===== src/rtl/mem_access_controller.sv =====
// Data-memory access controller for the MEM stage: classifies the access,
// checks alignment, drives a request/ready bus handshake, waits for read data,
// extends loads, and guards every access with an 8-bit watchdog.
//
// state | meaning
// IDLE  | no access in flight; accepts a new aligned access
// REQ   | request on the bus, held stable until dmem_ready
// WAIT  | load accepted by the bus, waiting for dmem_rvalid
module mem_access_controller (
  input  logic        clk,
  input  logic        rst_n,
  input  logic        mem_valid,
  input  logic        mem_write,
  input  logic        wb_load,
  input  logic [1:0]  mem_store_type,
  input  logic [2:0]  mem_load_type,
  input  logic [31:0] mem_addr,
  input  logic [31:0] mem_wdata,
  input  logic        flush,
  output logic        dmem_req,
  output logic        dmem_we,
  output logic [31:0] dmem_addr,
  output logic [3:0]  dmem_wstrb,
  output logic [31:0] dmem_wdata,
  input  logic        dmem_ready,
  input  logic        dmem_rvalid,
  input  logic [31:0] dmem_rdata,
  output logic        pipe_stall,
  output logic        load_valid,
  output logic [31:0] load_data,
  output logic        misalign_err,
  output logic        bus_err
);

  typedef enum logic [1:0] {IDLE = 2'd0, REQ = 2'd1, WAIT = 2'd2} state_t;

  localparam logic [1:0] ST_SB = 2'b00, ST_SH = 2'b01, ST_SW = 2'b10, ST_DEF = 2'b11;
  localparam logic [2:0] LD_LB = 3'b000, LD_LH = 3'b001, LD_LW = 3'b010,
                         LD_LBU = 3'b011, LD_LHU = 3'b100, LD_DEF = 3'b111;
  localparam logic [7:0] WDOG_LAST = 8'd254;

  state_t      state;
  logic [7:0]  wdog;
  logic        drop;
  logic [2:0]  lat_ltype;
  logic [1:0]  lat_off;
  logic        lat_store;

  logic        is_store, is_load, misaligned, accept;
  logic [3:0]  wstrb_nxt;
  logic [31:0] wdata_nxt;
  logic [31:0] rd_shift;
  logic [31:0] load_ext;

  // Access classification, alignment check and store lane placement.
  always_comb begin
    is_store   = mem_write && (mem_store_type != ST_DEF);
    is_load    = !is_store && wb_load && (mem_load_type != LD_DEF);
    misaligned = 1'b0;
    wstrb_nxt  = 4'b0000;
    wdata_nxt  = 32'h0;
    if (is_store) begin
      case (mem_store_type)
        ST_SB: begin
          wstrb_nxt = 4'b0001 << mem_addr[1:0];
          wdata_nxt = {4{mem_wdata[7:0]}};
        end
        ST_SH: begin
          misaligned = mem_addr[0];
          wstrb_nxt  = 4'b0011 << mem_addr[1:0];
          wdata_nxt  = {2{mem_wdata[15:0]}};
        end
        ST_SW: begin
          misaligned = (mem_addr[1:0] != 2'b00);
          wstrb_nxt  = 4'b1111;
          wdata_nxt  = mem_wdata;
        end
        default: ;
      endcase
    end else if (is_load) begin
      case (mem_load_type)
        LD_LH, LD_LHU: misaligned = mem_addr[0];
        LD_LW:         misaligned = (mem_addr[1:0] != 2'b00);
        default:       misaligned = 1'b0;
      endcase
    end
    // rst_n gates acceptance so nothing (including the stall) leaks out during reset.
    accept = rst_n && (state == IDLE) && mem_valid && !flush &&
             (is_store || is_load) && !misaligned;
  end

  // Stall, load result selection and extension.
  always_comb begin
    pipe_stall = accept ||
                 ((state == REQ) && !dmem_ready) ||
                 ((state == WAIT) && !dmem_rvalid);
    load_valid = (state == WAIT) && dmem_rvalid && !drop && !flush;
    rd_shift   = dmem_rdata >> {lat_off, 3'b000};
    case (lat_ltype)
      LD_LB:   load_ext = {{24{rd_shift[7]}}, rd_shift[7:0]};
      LD_LH:   load_ext = {{16{rd_shift[15]}}, rd_shift[15:0]};
      LD_LW:   load_ext = dmem_rdata;
      LD_LBU:  load_ext = {24'h0, rd_shift[7:0]};
      LD_LHU:  load_ext = {16'h0, rd_shift[15:0]};
      default: load_ext = 32'h0;
    endcase
    load_data = load_valid ? load_ext : 32'h0;
  end

  // Access FSM with registered bus outputs, watchdog and error pulses.
  always_ff @(posedge clk or negedge rst_n) begin
    if (!rst_n) begin
      state        <= IDLE;
      wdog         <= 8'h0;
      drop         <= 1'b0;
      lat_ltype    <= 3'b0;
      lat_off      <= 2'b0;
      lat_store    <= 1'b0;
      dmem_req     <= 1'b0;
      dmem_we      <= 1'b0;
      dmem_addr    <= 32'h0;
      dmem_wstrb   <= 4'h0;
      dmem_wdata   <= 32'h0;
      misalign_err <= 1'b0;
      bus_err      <= 1'b0;
    end else begin
      misalign_err <= 1'b0;
      bus_err      <= 1'b0;
      case (state)
        IDLE: begin
          drop <= 1'b0;
          if (accept) begin
            state      <= REQ;
            wdog       <= 8'h0;
            lat_store  <= is_store;
            lat_ltype  <= mem_load_type;
            lat_off    <= mem_addr[1:0];
            dmem_req   <= 1'b1;
            dmem_we    <= is_store;
            dmem_addr  <= {mem_addr[31:2], 2'b00};
            dmem_wstrb <= wstrb_nxt;
            dmem_wdata <= wdata_nxt;
          end else if (mem_valid && !flush && (is_store || is_load) && misaligned) begin
            misalign_err <= 1'b1;
          end
        end
        REQ: begin
          // A handshake completing in the same cycle as a flush is honoured.
          if (dmem_ready || flush || (wdog == WDOG_LAST)) begin
            dmem_req   <= 1'b0;
            dmem_we    <= 1'b0;
            dmem_wstrb <= 4'h0;
            dmem_wdata <= 32'h0;
            dmem_addr  <= 32'h0;
          end
          if (dmem_ready) begin
            if (lat_store) begin
              state <= IDLE;
            end else begin
              state <= WAIT;
              wdog  <= 8'h0;
              drop  <= 1'b0;
            end
          end else if (flush) begin
            state <= IDLE;
          end else if (wdog == WDOG_LAST) begin
            state   <= IDLE;
            bus_err <= 1'b1;
          end else begin
            wdog <= wdog + 8'd1;
          end
        end
        WAIT: begin
          if (dmem_rvalid) begin
            state <= IDLE;
            drop  <= 1'b0;
          end else if (wdog == WDOG_LAST) begin
            state   <= IDLE;
            bus_err <= 1'b1;
            drop    <= 1'b0;
          end else begin
            wdog <= wdog + 8'd1;
            if (flush) drop <= 1'b1;
          end
        end
        default: state <= IDLE;
      endcase
    end
  end

endmodule


===== config.mk =====
export PLATFORM = sky130hd
export DESIGN_NAME = mem_access_controller
export DESIGN_NICKNAME = d
export VERILOG_FILES = /design/src/rtl/mem_access_controller.sv
export SDC_FILE = /design/constraint.sdc
export NUM_CORES = 1
export LEC_CHECK = 0
export ABC_CLOCK_PERIOD_IN_PS = 3450
export BUFFER_PORTS_ARGS = -buffer_cell sky130_fd_sc_hd__buf_2
export CAP_MARGIN = 10
export CORE_MARGIN = 8
export CORE_UTILIZATION = 31
export CTS_BUF_LIST = sky130_fd_sc_hd__clkbuf_16
export DETAILED_ROUTE_END_ITERATION = 10
export GPL_TIMING_DRIVEN = 0
export SYNTH_ARGS = -nofsm -noshare
export SYNTH_HDL_FRONTEND = slang
export SYNTH_SLANG_ARGS = --single-unit
export TNS_END_PERCENT = 1

===== constraint.sdc =====
create_clock -name clk -period 3.45 [get_ports clk]
set_input_delay 0.345 -clock clk [delete_from_list [all_inputs] [get_ports clk]]
set_output_delay 0.345 -clock clk [all_outputs]
set_load 0.01 [all_outputs]

# Word-level counts from Yosys, hierarchy flattened
# Index checks and enable logic that the tools add are counted.
dict set report totals {
  elab_cells 128
  out_inout_bits 106
  ff_bits 89
}
dict set report classes {
  n_eq_ne 22
  shifts 3
  n_mux 51
  n_reduce_logical 38
  add_sub_neg 1
}
# operator n
set op_table {}
lappend op_table {{32-bit two-way mux} 5}
lappend op_table {{32-bit case mux with 5 select lines} 1}
lappend op_table {{32-bit case mux with 2 select lines} 2}
lappend op_table {{32-bit case mux with 3 select lines} 1}
lappend op_table {{8-bit two-way mux} 6}
lappend op_table {{32-bit by 5-bit >> shifter with 16-bit output} 1}
lappend op_table {{8-bit case mux with 3 select lines} 1}
lappend op_table {{1-bit two-way mux} 17}
lappend op_table {{1-bit logical AND} 16}
lappend op_table {{2-bit two-way mux} 6}
lappend op_table {{4-bit two-way mux} 3}
lappend op_table {{4-bit case mux with 3 select lines} 1}
lappend op_table {{2-bit != test, second input constant} 5}
lappend op_table {{1-bit case mux with 2 select lines} 5}
lappend op_table {{3-bit by 2-bit equality test with 1-bit output, second input constant} 3}
lappend op_table {{3-bit != test, second input constant} 3}
lappend op_table {{8-bit by 1-bit adder with 8-bit output, second input constant} 1}
lappend op_table {{8-bit equality test, second input constant} 1}
lappend op_table {{4-bit case mux with 2 select lines} 1}
lappend op_table {{3-bit by 1-bit equality test with 1-bit output, second input constant} 2}
lappend op_table {{3-bit equality test, second input constant} 2}
lappend op_table {{1-bit zero test} 6}
lappend op_table {{2-bit case mux with 3 select lines} 1}
lappend op_table {{1-bit logical OR} 5}
lappend op_table {{16 further kinds} 20}

# Depth between registers and ports, before layout
# Gate-level depths: netlist (run 1).
dict set report logic_depth {
  ltp_word 11
  ltp_mapped 11
  ltp_nobuf 8
}

# Worst setup path after synthesis (run 1)
# OpenSTA, ideal clock, no wires.
dict set report synth_path {
  path_kind {register -> output}
  startpoint {reg state[0]}
  endpoint {out load_data[11]}
  required_time_ns 3.105
  n_path_buf 1
  slack_ns 1.115
  path_stages_with_launch 8
  arrival_time_ns 1.990
  cell_sequence {dfrtp_1 > inv_1 > ha_1 > nand2_1 > nor3_1 > nand2_1 > clkbuf_1 > a21oi_1}
}
dict set report synth_between {
  elab_chain_len 5
}
# element line
set synth_lines {}
lappend synth_lines {{from (decl)} 42} ;# state_t state;
lappend synth_lines {{from (signal assigned)} 113} ;# state <= IDLE;
lappend synth_lines {{from (signal assigned)} 133} ;# state <= REQ;
lappend synth_lines {{from (signal assigned)} 158} ;# state <= IDLE;
lappend synth_lines {{2-bit equality test} 97} ;# load_valid = (state == WAIT) && dmem_rvalid && !drop && !flush;
lappend synth_lines {{1-bit logical AND (3 in series)} 97}
lappend synth_lines {{named net load_valid} 29} ;# output logic load_valid,
lappend synth_lines {{32-bit two-way mux} 107} ;# load_data = load_valid ? load_ext : 32'h0;
lappend synth_lines {{to (decl)} 30} ;# output logic [31:0] load_data,
# The timed path passes the listed nets, and every way through them passes these cells.

# Worst setup path after layout (run 1)
dict set report layout_path {
  startpoint {reg state[0]}
  endpoint {out pipe_stall}
}
dict set report layout_between {
  elab_chain_len 8
}
# element line
set layout_lines {}
lappend layout_lines {{2-bit zero test} 88} ;# accept = rst_n && (state == IDLE) && mem_valid && !flush &&
lappend layout_lines {{1-bit logical AND (4 in series)} 88}
lappend layout_lines {{1-bit logical AND} 89} ;# (is_store || is_load) && !misaligned;
lappend layout_lines {{1-bit logical OR} 94} ;# pipe_stall = accept ||
lappend layout_lines {{1-bit logical OR *} 95} ;# ((state == REQ) && !dmem_ready) ||
lappend layout_lines {{to (decl)} 28} ;# output logic pipe_stall,
# Every way passes the cells marked *; elsewhere a longest branch is shown, timed or not.

==> flow_summary.toml, run 1 <==
[run_status]
status = "completed"

[critical_path]
startpoint = "state[0]"
critPathTopFamily = "buffers and inverters"
worstPathRequired_ns = 3.11
end_kind = "output port"
arrival_ns = 2.59
cp_cell_sequence = "inv_1 > ha_1 > clkbuf_2 > nand3b_1 > or3b_4 > nand2b_4 > buf_6 > clkbuf_1 > o211ai_1 > buf_2"
worstReg2RegStart = "state[0]"
slowest_stage = "dfrtp_1"
crit_fanout = 10
crit_type = "reg -> out"
critPathMaxStageDelay_ns = 0.43
critPathLaunchType = "flop"
crit_buf_inv = 5

[placed_design]
hpwl_um = 13370
dpl_worst_slack_ns = 0.5925
placed_cell_area_um2 = 6446
place_congestion = 0.7863
portBuffers = 211

[clock_network]
postCtsSetupRepairBufs = 0
cts_buffer_depth = 2
insertion_delay_ns = 0.34
cts_tree = "built"
htree_levels = 3
path_clk_slew_ns = 0.07
cts.sinks = 87
cts-root-buf = "clkbuf_16"
cts_buffers = 9

[power_and_ir_drop]
powerDensity_nw_per_um2 = 709.1
leakage_nw = 3.448
power_mw = 4.815
max-vdd-ir-drop_mv = 0.4470

[finish]
area_delta_synth_final_pct = 33.64
postLayoutCellArea_um2 = 6790
drive_above_1_share_pct = 37.48
fin_nets = 869
nFillCells = 1686
n_antenna_cell = 0

[timing]
rsz0062_at_grt = "false"
fin_tns_setup_ns = 0
finalMaxSlewViolations = 0
maxSlewHeadroom_pct = 53.74
finalHoldViolCount = 0
tightestPinTransition_ns = 0.6938
fmaxAchievable_mhz = 340.3
layout_setup_ws_ns = 0.5114
fin_crit_sh_pct = 85.18
fin_skew_ns = 0.008078
finalSetupViolCount = 0
finalCriticalPeriod_ns = 2.939

[flow_run]
drv_cap = 0

[floorplan]
row_count = 47
ios = 215
fp.coreArea_um2 = 16290
initial_utilization_pct = 31.19
die_x_um = 144.0
fp.dieH_um = 144.0
dieArea_um2 = 20740

[synthesis]
synthTopCellsByCount = "dfrtp_1, nand2_1, a21oi_1"
synth_area_leaders = "dfrtp_1, a22o_1, mux2_2"
ys.flop_type = "dfrtp_1"
yosysWarnings = 0
synthCells = 525
synth-seq-cells = 87
synth_top_area_cell = "dfrtp_1"
synth-seq-area-share_pct = 42.85
synth_cell_types = 57
synth_area_um2 = 5081
synth_most_common_cell = "dfrtp_1"
syn_avg_cell_area_um2 = 9.678
synth_edf_count = 0
async_reset_ff_share_pct = 100.0
yosys.area.top_type_share_pct = 42.85

[drt]
wl_um = 17420
vias = 4950
viasPerCell = 5.077
firstDrtPassIters = 5
wl_per_cell_um = 17.87
drc = 0
drt_iter0_drc = 349
ant_nets = 0

[grt]
track_usage_pct = 16.93
grt_overflow_total = 0
antenna_found_initial = 0
grt_pass1_vias = 5117
grt_start_max_net_pins = 69
grt_pass1_wl_um = 27570

[worst_hold_path]
hold_class = "in -> reg"
hp-start = "mem_addr[19]"
==> power by group <==
| group | internal (mW) | total, mW | switching (mW) |
|---|---|---|---|
| Combinational | 0.943 | 2.10 | 1.16 |
| Sequential | 1.41 | 1.63 | 0.222 |
| Clock | 0.645 | 1.08 | 0.436 |
==> per-layer routing <==
| metal | track usage, % | wire length [um] | vias up |
|---|---|---|---|
| li1 | - | - | 2382 |
| met1 | 21.41 | 7451 | 2367 |
| met2 | 26.67 | 7998 | 186 |
| met3 | 6.306 | 1741 | 15 |
| met4 | 4.317 | 227 | 0 |
| met5 | 0 | 0 | - |
==> through the flow <==
step / hold slack, ns / utilization [%] / std cells
floorplan: 0.04941 / - / 526
detailed placement: 0.2640 / 39.57 / 958
CTS: 0.1912 / 41.65 / 975
global placement: 0.4674 / 39.39 / 957
finish: 0.2113 / 41.69 / 975
global route: 0.1968 / 41.69 / 975
==> cells in the final DEF, fill, tap and decap left out, types with 2 or more instances in the layout <==
master	synthesis	routed
nand2_1	57	57
a41oi_1	2	2
o22ai_1	8	8
buf_2	10	220
o2bb2ai_1	2	2
mux2_1	15	15
or2_2	3	3
nor3_1	3	2
nand2b_1	6	6
dfrtp_1	87	87
nand2b_4	2	2
o21ai_0	34	34
buf_1	2	2
inv_1	10	10
conb_1	1	2
nand3b_1	2	2
ha_1	10	10
a21oi_1	42	42
nor3_2	1	2
and2_1	8	8
buf_6	5	5
buf_4	5	6
inv_8	0	2
mux2i_1	12	12
nor2b_1	3	3
a22o_1	40	40
nor2_1	35	35
clkbuf_1	23	23
nand4_1	2	2
nand3_1	7	7
bufinv_16	0	2
and3_1	3	3
a222oi_1	8	8
or3_1	3	3
a2bb2oi_1	8	8
a22oi_1	24	24
o21a_1	2	2
mux2_2	19	19
clkbuf_16	0	9
==> cells by family (layout without fill, tap and decap cells) <==
logic type,after synthesis,after routing,share of synthesized area [%]
other,1,2,0.07380
buffers and inverters,56,285,5.516
AND/OR/NAND/NOR,142,142,13.74
multiplexers,46,46,9.899
adder cells (fa/ha/maj),10,10,2.462
flip-flops,87,87,42.85
XOR/XNOR,1,1,0.1724
AO/OA/AOI/OAI,182,182,25.29
==> registers in the layout, summed over array words and instances (netlist names), 2 cells and up <==
signal      count
dmem_addr      30
state           2
lat_off         2
dmem_wdata     32
wdog            8
dmem_wstrb      4
lat_ltype       3
==> final timing paths <==
kind	to	slack (ns)	cells after the start
worst max-delay path	pipe_stall	0.51	10
worst min-delay path	dmem_addr[19]	0.21	2
worst max register to register	dmem_addr[3]	1.00	10
worst min register to register	dmem_wstrb[3]	0.49	1
max in group asynchronous	dmem_wdata[4]	2.36	3
min in group asynchronous	wdog[5]	0.43	2
==> area by class of cell <==
type	count	area [um^2]	area share, %
repair buffers	213	1096	16.14
plain buffers	46	242.7	3.575
flip-flops and latches	87	2177	32.06
clock buffers	9	225.2	3.317
clock inverters	7	103.9	1.529
multi-input cells	383	2633	38.77
inverters	10	37.54	0.5528
well taps	220	275.3	4.054
==> timing repair <==
item / 4_1_cts / 5_1_grt
endpoints found under the setup margin: 0 / 7
hold buffers: 1 / 0
gates resized for setup: 0 / 1
endpoints found under the hold margin: 19 / 0
No activity file was read; power rests on OpenSTA's default activity.
==> run 2, diff against run 1 <==
--- a/config.mk
+++ b/config.mk
@@ -13,6 +13,7 @@
 export CTS_BUF_LIST = sky130_fd_sc_hd__clkbuf_16
 export DETAILED_ROUTE_END_ITERATION = 10
 export GPL_TIMING_DRIVEN = 0
+export PLACE_DENSITY = 0.58
 export SYNTH_ARGS = -nofsm -noshare
 export SYNTH_HDL_FRONTEND = slang
 export SYNTH_SLANG_ARGS = --single-unit
==> flow_summary.toml, run 2 (synthesis gave the netlist of run 1 again) <==
[timing]
fmaxAchievable_mhz = 330.2
fin_tns_setup_ns = 0
fin_skew_ns = 0.01025
layout_setup_ws_ns = 0.4212
finalHoldViolCount = 0
tightestPinTransition_ns = 0.7285
rsz0062_at_grt = "false"
finalSetupViolCount = 0
finalCriticalPeriod_ns = 3.029
finalMaxSlewViolations = 0
fin_crit_sh_pct = 87.79
maxSlewHeadroom_pct = 51.44

[critical_path]
regToRegSetupSlack_ns = 0.99
end_kind = "output port"
reg2reg_depth = 10
crit_fanout = 52
critPathLaunchType = "primary input"
arrival_ns = 2.68
crit_type = "in -> out"
worstReg2RegStart = "state[0]"
worstPathRequired_ns = 3.11
rr_endpoint = "dmem_wdata[1]"

[finish]
fin_nets = 870
fin_cells = 977
final_core_util_pct = 41.74
largest_register_ffs = 32
area_delta_synth_final_pct = 33.81
drive_above_1_share_pct = 37.57
nFillCells = 1663
mostFrequentLayoutCell = "buf_2"
top_register = "dmem_wdata"
reg_top3 = "dmem_wdata: 32 flops, dmem_addr: 30 flops, wdog: 8 flops"
layout_common_cells = "buf_2, dfrtp_1, nand2_1, a21oi_1, a22o_1"

[power_and_ir_drop]
leakage_nw = 3.445
max-vdd-ir-drop_mv = 0.3539
power_mw = 4.731
powerDensity_nw_per_um2 = 695.8

[clock_network]
path_clk_slew_ns = 0.07
cts-root-buf = "clkbuf_16"
insertion_delay_ns = 0.34
htree_levels = 3
postCtsSetupRepairBufs = 0
cts.sinks = 87
cts_buffers = 9
cts_buffer_depth = 2
cts_tree = "built"

[worst_hold_path]
worstHoldPathCells = 2
hp-start = "mem_addr[27]"
hold_class = "in -> reg"
worst_hold_path.endpoint = "dmem_addr[27]"

[drt]
drc = 0
wl_per_cell_um = 17.28
drt_iter0_drc = 211
vias = 4874
wl_um = 16890
firstDrtPassIters = 5
ant_nets = 0
viasPerCell = 4.989

[floorplan]
row_count = 47
ios = 215
initial_utilization_pct = 31.19
fp.dieH_um = 144.0
fp.coreArea_um2 = 16290
die_x_um = 144.0
dieArea_um2 = 20740

[flow_run]
drv_cap = 0

[grt]
grt_pass1_wl_um = 26900
grt_overflow_total = 0
antenna_found_initial = 0
grt_pass1_vias = 5189
grt_start_max_net_pins = 53
track_usage_pct = 16.42

[placed_design]
dpl_worst_slack_ns = 0.5242
place_congestion = 0.7853
hpwl_um = 13180
portBuffers = 211
place_inst = 958

[run_status]
status = "completed"
-- run 2: cell types whose count changed in the layout (fill, tap and decap cells not counted) --
| cell | previous run | this run |
|---|---|---|
| inv_8 | 2 | 1 |
| clkinv_4 | 1 | 0 |
| clkinv_8 | 0 | 1 |
| inv_6 | 0 | 2 |
| diode_2 | 0 | 1 |
| bufinv_16 | 2 | 1 |
| clkinvlp_4 | 1 | 2 |
| clkinv_2 | 1 | 0 |
| buf_12 | 0 | 1 |
-- run 2: layout make-up --
cell class	instances	area [um^2]	share of cell area, %
Multi-Input combinational cell	383	2633	38.72
Sequential cell	87	2177	32.02
Timing Repair Buffer	214	1116	16.42
Tap cell	220	275.3	4.049
Buffer	46	242.7	3.570
Clock buffer	9	225.2	3.312
Clock inverter	7	90.09	1.325
Inverter	10	37.54	0.5521
Antenna cell	1	2.502	0.03681
-- run 2: how the worst max path moves through the flow --
stage                 startpoint             to  cells after the start
6_report                   rst_n     pipe_stall                      9
3_5_place_dp   mem_store_type[0]     pipe_stall                     12
4_1_cts                 state[0]  load_data[13]                      8
3_3_place_gp               rst_n     pipe_stall                      7
5_1_grt                 state[0]     pipe_stall                     10
2_1_floorplan           state[0]  load_data[11]                      7
-- run 2: layer usage --
metal / GRT usage, % / part of all wire (%) / up-vias
met5: 0 / 0 / -
met3: 5.844 / 11 / 16
met2: 26.80 / 45 / 193
met1: 20.04 / 43 / 2290
met4: 4.593 / 1.4 / 0
li1: - / - / 2375
-- run 2: timing repair --
item | CTS | global route
endpoints found under the setup margin | 0 | 17
hold endpoints to repair | 36 | 0
gates resized for setup | 0 | 1
hold buffers | 2 | 0
-- run 2: per-stage QoR --
step / hold slack (ns) / cell area, um^2
floorplan: 0.04941 / 5085
global placement: 0.4693 / 6416
detailed placement: 0.3538 / 6446
CTS: 0.1989 / 6792
global route: 0.2046 / 6797
finish: 0.2087 / 6799
-- run 2: critical path, cell delays in order --
cell and delay [ns]:
dlygate4sd3_1 0.53, buf_4 0.15, buf_16 0.26, or3b_4 0.47
nand2b_4 0.16, buf_6 0.13, clkbuf_1 0.26, o211ai_1 0.17
buf_2 0.18
-- run 2: power by group --
part | internal, mW | switching (mW) | total (mW)
registers | 1.41 | 0.214 | 1.62
clock network | 0.578 | 0.449 | 1.03
logic | 0.944 | 1.14 | 2.08
total | 2.93 | 1.80 | 4.73
